$ cat src/rtl/exp_mu_generator.sv
// exp_mu_generator: streams S0*exp(k*mu) for k = 0..2^logT-1 as addressed Q3.15 words.
// Pipeline: capture, t*mu (3), LUT*poly exp (6), S0*exp (3), alignment (3).
module exp_mu_generator #(
    parameter int logT = 9
) (
    input  logic            CLK,
    input  logic            RST,
    input  logic [17:0]     iMu,
    input  logic [17:0]     iS,
    input  logic            iStart,
    output logic [17:0]     oData,
    output logic [logT-1:0] oAddr,
    output logic            oValid,
    output logic            oDone
);
    // exp(h/64) in Q2.16, built from an integer Taylor series at elaboration
    function automatic logic [63:0][17:0] gen_lut();
        logic [63:0][17:0] l;
        logic [63:0] x, t, s;
        for (int h = 0; h < 64; h++) begin
            x = 64'(h) << 24;
            t = 64'd1 << 30;
            s = t;
            for (int n = 1; n < 12; n++) begin
                t = ((t * x) >> 30) / 64'(n);
                s = s + t;
            end
            l[h] = 18'((s + 64'd8192) >> 14);
        end
        return l;
    endfunction

    localparam logic [63:0][17:0] exp_lut = gen_lut();

    typedef enum logic {IDLE, RUN} state_t;

    state_t          state;
    logic [17:0]     mu_r, s_r;
    logic [logT:0]   nxt;
    logic [logT-1:0] cnt;
    logic            iss_v;
    logic [logT+17:0] p1_a, p1_b;
    logic [17:0]     x_q;
    logic [5:0]      h_q;
    logic [11:0]     r_q, r2_q;
    logic [23:0]     rr_q;
    logic [17:0]     lut_q, lut2_q;
    logic [18:0]     poly_q;
    logic [36:0]     prod_q, rnd_q;
    logic [17:0]     ex_q;
    logic [35:0]     mp_a, mp_b;
    logic [17:0]     y_q, al_a, al_b;
    logic [logT:0]   dly [14];

    always_ff @(posedge CLK) begin
        if (RST) begin
            state <= IDLE;
            mu_r  <= '0;
            s_r   <= '0;
            nxt   <= '0;
            cnt   <= '0;
            iss_v <= 1'b0;
            oDone <= 1'b0;
        end else begin
            if (state == IDLE) begin
                iss_v <= 1'b0;
                if (iStart) begin
                    state <= RUN;
                    mu_r  <= iMu;
                    s_r   <= iS;
                    nxt   <= '0;
                end
            end else begin
                iss_v <= !nxt[logT];
                if (!nxt[logT]) begin
                    cnt <= nxt[logT-1:0];
                    nxt <= nxt + {{logT{1'b0}}, 1'b1};
                end
                if (oValid && &oAddr)
                    state <= IDLE;
            end
            oDone <= state == RUN && oValid && &oAddr;
        end
    end

    always_ff @(posedge CLK) begin
        if (RST) begin
            p1_a   <= '0;
            p1_b   <= '0;
            x_q    <= '0;
            h_q    <= '0;
            r_q    <= '0;
            r2_q   <= '0;
            rr_q   <= '0;
            lut_q  <= '0;
            lut2_q <= '0;
            poly_q <= '0;
            prod_q <= '0;
            rnd_q  <= '0;
            ex_q   <= '0;
            mp_a   <= '0;
            mp_b   <= '0;
            y_q    <= '0;
            al_a   <= '0;
            al_b   <= '0;
            oData  <= '0;
            oAddr  <= '0;
            oValid <= 1'b0;
            for (int n = 0; n < 14; n++)
                dly[n] <= '0;
        end else begin
            p1_a   <= cnt * mu_r;
            p1_b   <= p1_a;
            x_q    <= |p1_b[logT+17:18] ? 18'h3FFFF : p1_b[17:0];
            h_q    <= x_q[17:12];
            r_q    <= x_q[11:0];
            lut_q  <= exp_lut[h_q];
            rr_q   <= r_q * r_q;
            r2_q   <= r_q;
            lut2_q <= lut_q;
            poly_q <= {1'b1, 18'd0} + {7'd0, r2_q} + 19'(rr_q >> 19);
            prod_q <= lut2_q * poly_q;
            rnd_q  <= prod_q + 37'd524288;
            ex_q   <= 18'(rnd_q >> 20);
            mp_a   <= ex_q * s_r;
            mp_b   <= mp_a;
            y_q    <= |mp_b[35:31] ? 18'h3FFFF : 18'(mp_b >> 13);
            al_a   <= y_q;
            al_b   <= al_a;
            dly[0] <= {iss_v, cnt};
            for (int n = 1; n < 14; n++)
                dly[n] <= dly[n-1];
            oValid <= dly[13][logT];
            oAddr  <= dly[13][logT] ? dly[13][logT-1:0] : '0;
            oData  <= dly[13][logT] ? al_b : '0;
        end
    end
endmodule

$ cat config.mk
export PLATFORM = sky130hd
export DESIGN_NAME = exp_mu_generator
export DESIGN_NICKNAME = d
export VERILOG_FILES = /design/src/rtl/exp_mu_generator.sv
export SDC_FILE = /design/constraint.sdc
export NUM_CORES = 2
export LEC_CHECK = 0
export BUFFER_PORTS_ARGS = -buffer_cell sky130_fd_sc_hd__buf_4
export CORE_MARGIN = 2
export CORE_UTILIZATION = 40
export DETAILED_ROUTE_END_ITERATION = 12
export GPL_ROUTABILITY_DRIVEN = 0
export GPL_TIMING_DRIVEN = 0
export SLEW_MARGIN = 10
export SYNTH_ARGS = -nofsm -noshare
export SYNTH_HDL_FRONTEND = slang
export SYNTH_SLANG_ARGS = --single-unit
$ cat constraint.sdc
create_clock -name CLK -period 7.83 [get_ports CLK]
set_input_delay 0.3915 -clock CLK [delete_from_list [all_inputs] [get_ports CLK]]
set_output_delay 0.3915 -clock CLK [all_outputs]
set_load 0.01 [all_outputs]
Word-level counts from Yosys, hierarchy flattened:

Memories as Yosys holds them, arrays and structs flattened. A register that Yosys moved wholly into a read port is not among the register bits.
Index checks and enable logic that the tools add are counted.

* bits in registers: 467
* bits in writable memories: 140
* memory bits (read-only): 1152
* input port bits: 39
* output and inout bits: 29
* logic and storage cells: 95
* memories: 2

* $add $sub $neg: 4
* $mul: 4
* equal/unequal tests: 1
* muxes and demuxes: 25
* bitwise operators: 17
* reduce and logical (&&, ||, !) cells: 13

Memories
* (no name shown): words 64, bits a word 18, rd ports 1, clocked after memory_dff 1, write ports 0, RTL line 117 `lut_q <= exp_lut[h_q];`
* dly: words 14, bits a word 10, rd ports 14, clocked after memory_dff 0, write ports 14, RTL line 53 `logic [logT:0] dly [14];`

Operators by type and width (number)
* 2-to-1 mux 10 bit: 17
* adder 37 x 20 -> 37 bit (second input constant): 1
* multiplier 18 x 19 -> 37 bit: 1
* multiplier 18 x 18 -> 36 bit: 1
* 2-to-1 mux 18 bit: 2
* multiplier 9 x 18 -> 27 bit: 1
* multiplier 12 x 12 -> 24 bit: 1
* adder 19 x 12 -> 19 bit (first input constant): 1
* adder 19 x 5 -> 19 bit: 1
* bitwise OR 1 bit: 14
* adder 10 x 1 -> 10 bit (second input constant): 1
* AND reduction 9 bit: 1
* OR reduction 9 bit: 1
* 2-to-1 mux 1 bit: 6
* AND reduction 2 bit: 3
* OR reduction 5 bit: 1
* OR reduction 2 bit: 2
* logical AND 1 bit: 3
* inverter 1 bit: 3
* != test 2 bit (second input constant): 1
* nonzero test 2 bit: 1
* logical NOT 1 bit: 1

Logic depth before layout (Yosys ltp):

* depth in word-level cells: 4
* mapped depth: 23
* depth with buffers taken out: 21

Worst setup path after synthesis:

OpenSTA, ideal clock, no wires.

* path kind: reg2reg
* start point: register poly_q[9]
* end point: register prod_q[33]
* setup time: 0.123 ns
* arrival: 5.887 ns
* data required time: 7.707 ns
* slack: 1.819 ns
* stages on the path, launching flop included: 21
* buffers on the path: 2
* period minus slack after synthesis: 6.011 ns
* cells stage by stage: dfxtp_1 > clkbuf_1 > clkbuf_1 > nand2_1 > fa_1 > inv_1 > fa_1 > fa_1 > fa_1 > fa_1 > inv_1 > fa_1 > inv_1 > ha_1 > a21o_1 > a211o_1 > a211o_1 > a41oi_2 > a21oi_2 > a41oi_1 > mux2_1

* longest elaborated chain between the ends: 1

Ends and longest elaborated chain
* from (decl): RTL line 48 `logic [18:0] poly_q;`
* from (signal assigned): RTL line 121 `poly_q <= {1'b1, 18'd0} + {7'd0, r2_q} + 19'(rr_q >> 19);`
* multiplier 18 x 19 -> 37 bit: RTL line 122 `prod_q <= lut2_q * poly_q;`
* to (signal assigned): RTL line 122
* to (decl): RTL line 49 `logic [36:0] prod_q, rnd_q;`

No other way between the ends.
A chain may end at the register's enable or synchronous reset.

Final worst setup path:

* start point: register s_r[9]
* end point: register mp_a[33]

* longest elaborated chain between the ends: 1

Ends and longest elaborated chain
* from (decl): RTL line 38 `logic [17:0] mu_r, s_r;`
* from (signal assigned): RTL line 70 `s_r <= iS;`
* multiplier 18 x 18 -> 36 bit: RTL line 125 `mp_a <= ex_q * s_r;`
* to (signal assigned): RTL line 125
* to (decl): RTL line 51 `logic [35:0] mp_a, mp_b;`

No other way between the ends.

==> metrics.yaml <==
slew_headroom_pct: 20.8
timing.rr.start: "s_r[9]"
num_vias: 32062
dpl_cell_area_mm2: 0.0460
cts_htree_levels: 2
nNetsFinal: 5976
crit_arrival_ns: 7.99
crit_path_start_kind: "flip-flop"
netlist_area_mm2: 0.0438
n_fill_cell: 10667
holdPathEnd: "mu_r[17]"
die_area_mm2: 0.112
ff2ff_path_depth: 22
p_int_mw: 4.46
grt_pass1_wl_um: 179000
rsz0062_at_grt: "false"
finalSetupViolations: 0
leakage_nw: 23.1
min_from: "iMu[17]"
cts_buffers: 56
synthFlopType: "dfxtp_1"
drc: 0
cts_tree: "built"
syn-num-nets: 5816
die_h_um: 335
numPortBuffers: 67
p_sw_share_pct: 26.0
core_region_area_mm2: 0.109
end_kind: "flip-flop"
drv_slew: 0
clkSinkCount: 535
worst_pin_slew_ns: 1.19
io_pins: 68
powerDensity_mw_per_mm2: 125
area_delta_synth_final_pct: 10.2
synth_seq_cells: 535
syn-instance-count: 4816
antenna_left: 0
crit_type: "reg -> reg"
hpwl_um: 87600
pwr-share-comb_pct: 9.1
initial_core_util_pct: 40.3
sequentialPowerShare_pct: 46.9
avgSynthCellArea_um2: 9.09
drtPass1Iterations: 7
die_x_um: 335
grt-ovfl-total: 0
avgViaCountPerCell: 4.98
cp.required_ns: 8.37
status: "completed"
p_switching_mw: 1.57
synth_top_area_cell: "fa_1"
synth_top_area_share_pct: 28.1
clock_tree.root_cell: "clkbuf_16"
clk_pin_slew_ns: 0.06
ctsResizeCount: 0
busiest_layer: "met2"
use_met3_pct: 3.22
fin_crit_ns: 7.45
drt-total-wl_um: 110000
synth_edf_count: 0
drtIter0Drc: 2801
p_clk_share_pct: 44.0
routedWlPerCell_um: 17.1
synthDistinctLibCells: 73
globalRouteMet2Util_pct: 32.1
ys_warn_count: 0
peakVddDrop_uv: 178
min_path_cells: 3
worstHoldPathType: "in -> reg"
skew_ns: 0.0277
layout-drive-gt1-share_pct: 3.95
maxCapViolations: 0
async_reset_ff_share_pct: 0
clkLatencyLatePin_ns: 0.66
hold_viol_final: 0
ff2ff_setup_slack_ns: 0.38
grt_max_degree: 18
antenna_found_initial: 4
grt_pass1_vias: 32741
fin_crit_sh_pct: 95.1
track_usage_pct: 20.2
path_max_fanout: 10
use_met1_pct: 27.8
r2r-end: "mp_a[33]"
fin_tns_setup_ns: 0
ys_seq_area_share_pct: 24.5
final_area_mm2: 0.0482
max_freq_ghz: 0.134
cts.path.max_buffers: 3
rows: 121
synthTopCellsByArea: "fa_1, dfxtp_1, ha_1"
## area by class of cell
cell class,instances,area [µm²],share of cell area (%)
Multi-Input combinational cell,3261,29200,60.6
Sequential cell,535,10700,22.2
Inverter,776,2910,6.04
Tap cell,1414,1770,3.67
Clock buffer,75,1550,3.22
Buffer,244,920,1.91
Timing Repair Buffer,102,853,1.77
Clock inverter,24,293,0.607
Antenna cell,1,2.50,0.00519
## what timing repair did
action | 4_1_cts | 5_1_grt
setup endpoints to repair | 0 | 0
hold buffers | 35 | 0
hold endpoints to repair | 35 | 0
setup buffers | 0 | 0
## synthesized netlist by cell type (all sizes together), types with 31 or more instances
cell    number
fa         615
inv        775
xnor2       31
nor2b      326
nor2       268
a21oi      177
nand2      594
a211oi      32
nand3       36
a21o        49
dfxtp      535
o21ai       78
and2       385
clkbuf     220
ha         346
xor2        33
## worst max-delay path by stage
stage                   start          to  slack [ns]  cells past startpoint
floorplan           poly_q[9]  prod_q[33]        1.82                     20
CTS                  ex_q[10]    mp_a[33]        0.50                     20
finish                 s_r[9]    mp_a[33]        0.38                     22
global placement     ex_q[10]    mp_a[33]        0.54                     20
detailed placement   ex_q[10]    mp_a[33]        0.54                     20
global route           s_r[9]    mp_a[33]        0.14                     22
## registers in the layout, indices dropped and copies added, names as in the netlist, 23 cells and up
register,flops
p1_a,27
mp_a,23
mp_b,23
dly,140
p1_b,27
## critical path, stage by stage (launching register included)
cell	delay [ns]
dfxtp_1	0.30
clkbuf_1	0.57
clkbuf_1	0.52
nand2_1	0.16
fa_1	0.56
inv_1	0.05
fa_1	0.50
inv_1	0.06
fa_1	0.52
inv_1	0.05
fa_1	0.49
fa_1	0.51
inv_1	0.05
fa_1	0.47
inv_1	0.04
ha_1	0.41
nand4_1	0.17
nor2_1	0.32
o2111ai_1	0.31
nand3_1	0.30
o22ai_1	0.21
o41ai_1	0.36
mux2_2	0.38
## cell families after synthesis
group	count (synthesis)	share of synthesized area (%)
simple gates	1734	19.7
buf+inv	1020	8.76
fa+ha+maj	962	38.1
flops	535	24.5
compound gates	471	6.86
xor+xnor	64	1.28
mux	30	0.832
## power groups by stage
stage | logic [mW] | clock network [mW] | registers, mW
6_report | 0.548 | 2.65 | 2.83
5_1_grt | 0.606 | 2.83 | 2.83
3_3_place_gp | 0.521 | 0 | 2.89
3_5_place_dp | 0.526 | 0 | 2.89
4_1_cts | 0.542 | 2.72 | 2.83
2_1_floorplan | 0.343 | 0 | 2.86
## cell usage in the layout (no fill, tap or decap), types with 11 or more instances in the layout
cell type and instances:
ha_1 346, nor2_1 268, clkbuf_1 231, inv_1 775, a21oi_1 175, xor2_1 33, buf_1 21, o21bai_1 12
a31oi_1 15, nor3_1 28, buf_4 67, o21a_1 11, xnor2_1 31, dlygate4sd3_1 35, a211oi_1 29, a21o_1 49
nand3_1 36, nor2b_1 326, and3_1 28, mux2_2 19, nand2_1 594, clkbuf_16 56, a311oi_1 11, nand2b_1 12
fa_1 615, nand4_1 24, o21ai_0 75, dfxtp_1 535, o211ai_1 13, and2_1 385
## through the flow
step	util (%)	setup WS (ns)	instances	hold WS, ns	power [mW]
3_5_place_dp	42.3	0.535	6297	0.411	3.41
3_3_place_gp	42.3	0.538	6297	0.409	3.41
6_report	44.4	0.380	6432	0.215	6.03
2_1_floorplan	-	1.82	4816	0.406	3.21
4_1_cts	44.4	0.504	6431	0.176	6.09
5_1_grt	44.4	0.142	6431	0.178	6.27
## metal layers
metal  vias to the layer above  routed length [µm]
met5                         -                  12
met4                         2                4260
met3                       218                7280
met2                      1014               49600
met1                     15721               49000
li1                      15107                   -
(Power assumes the default switching activity.)
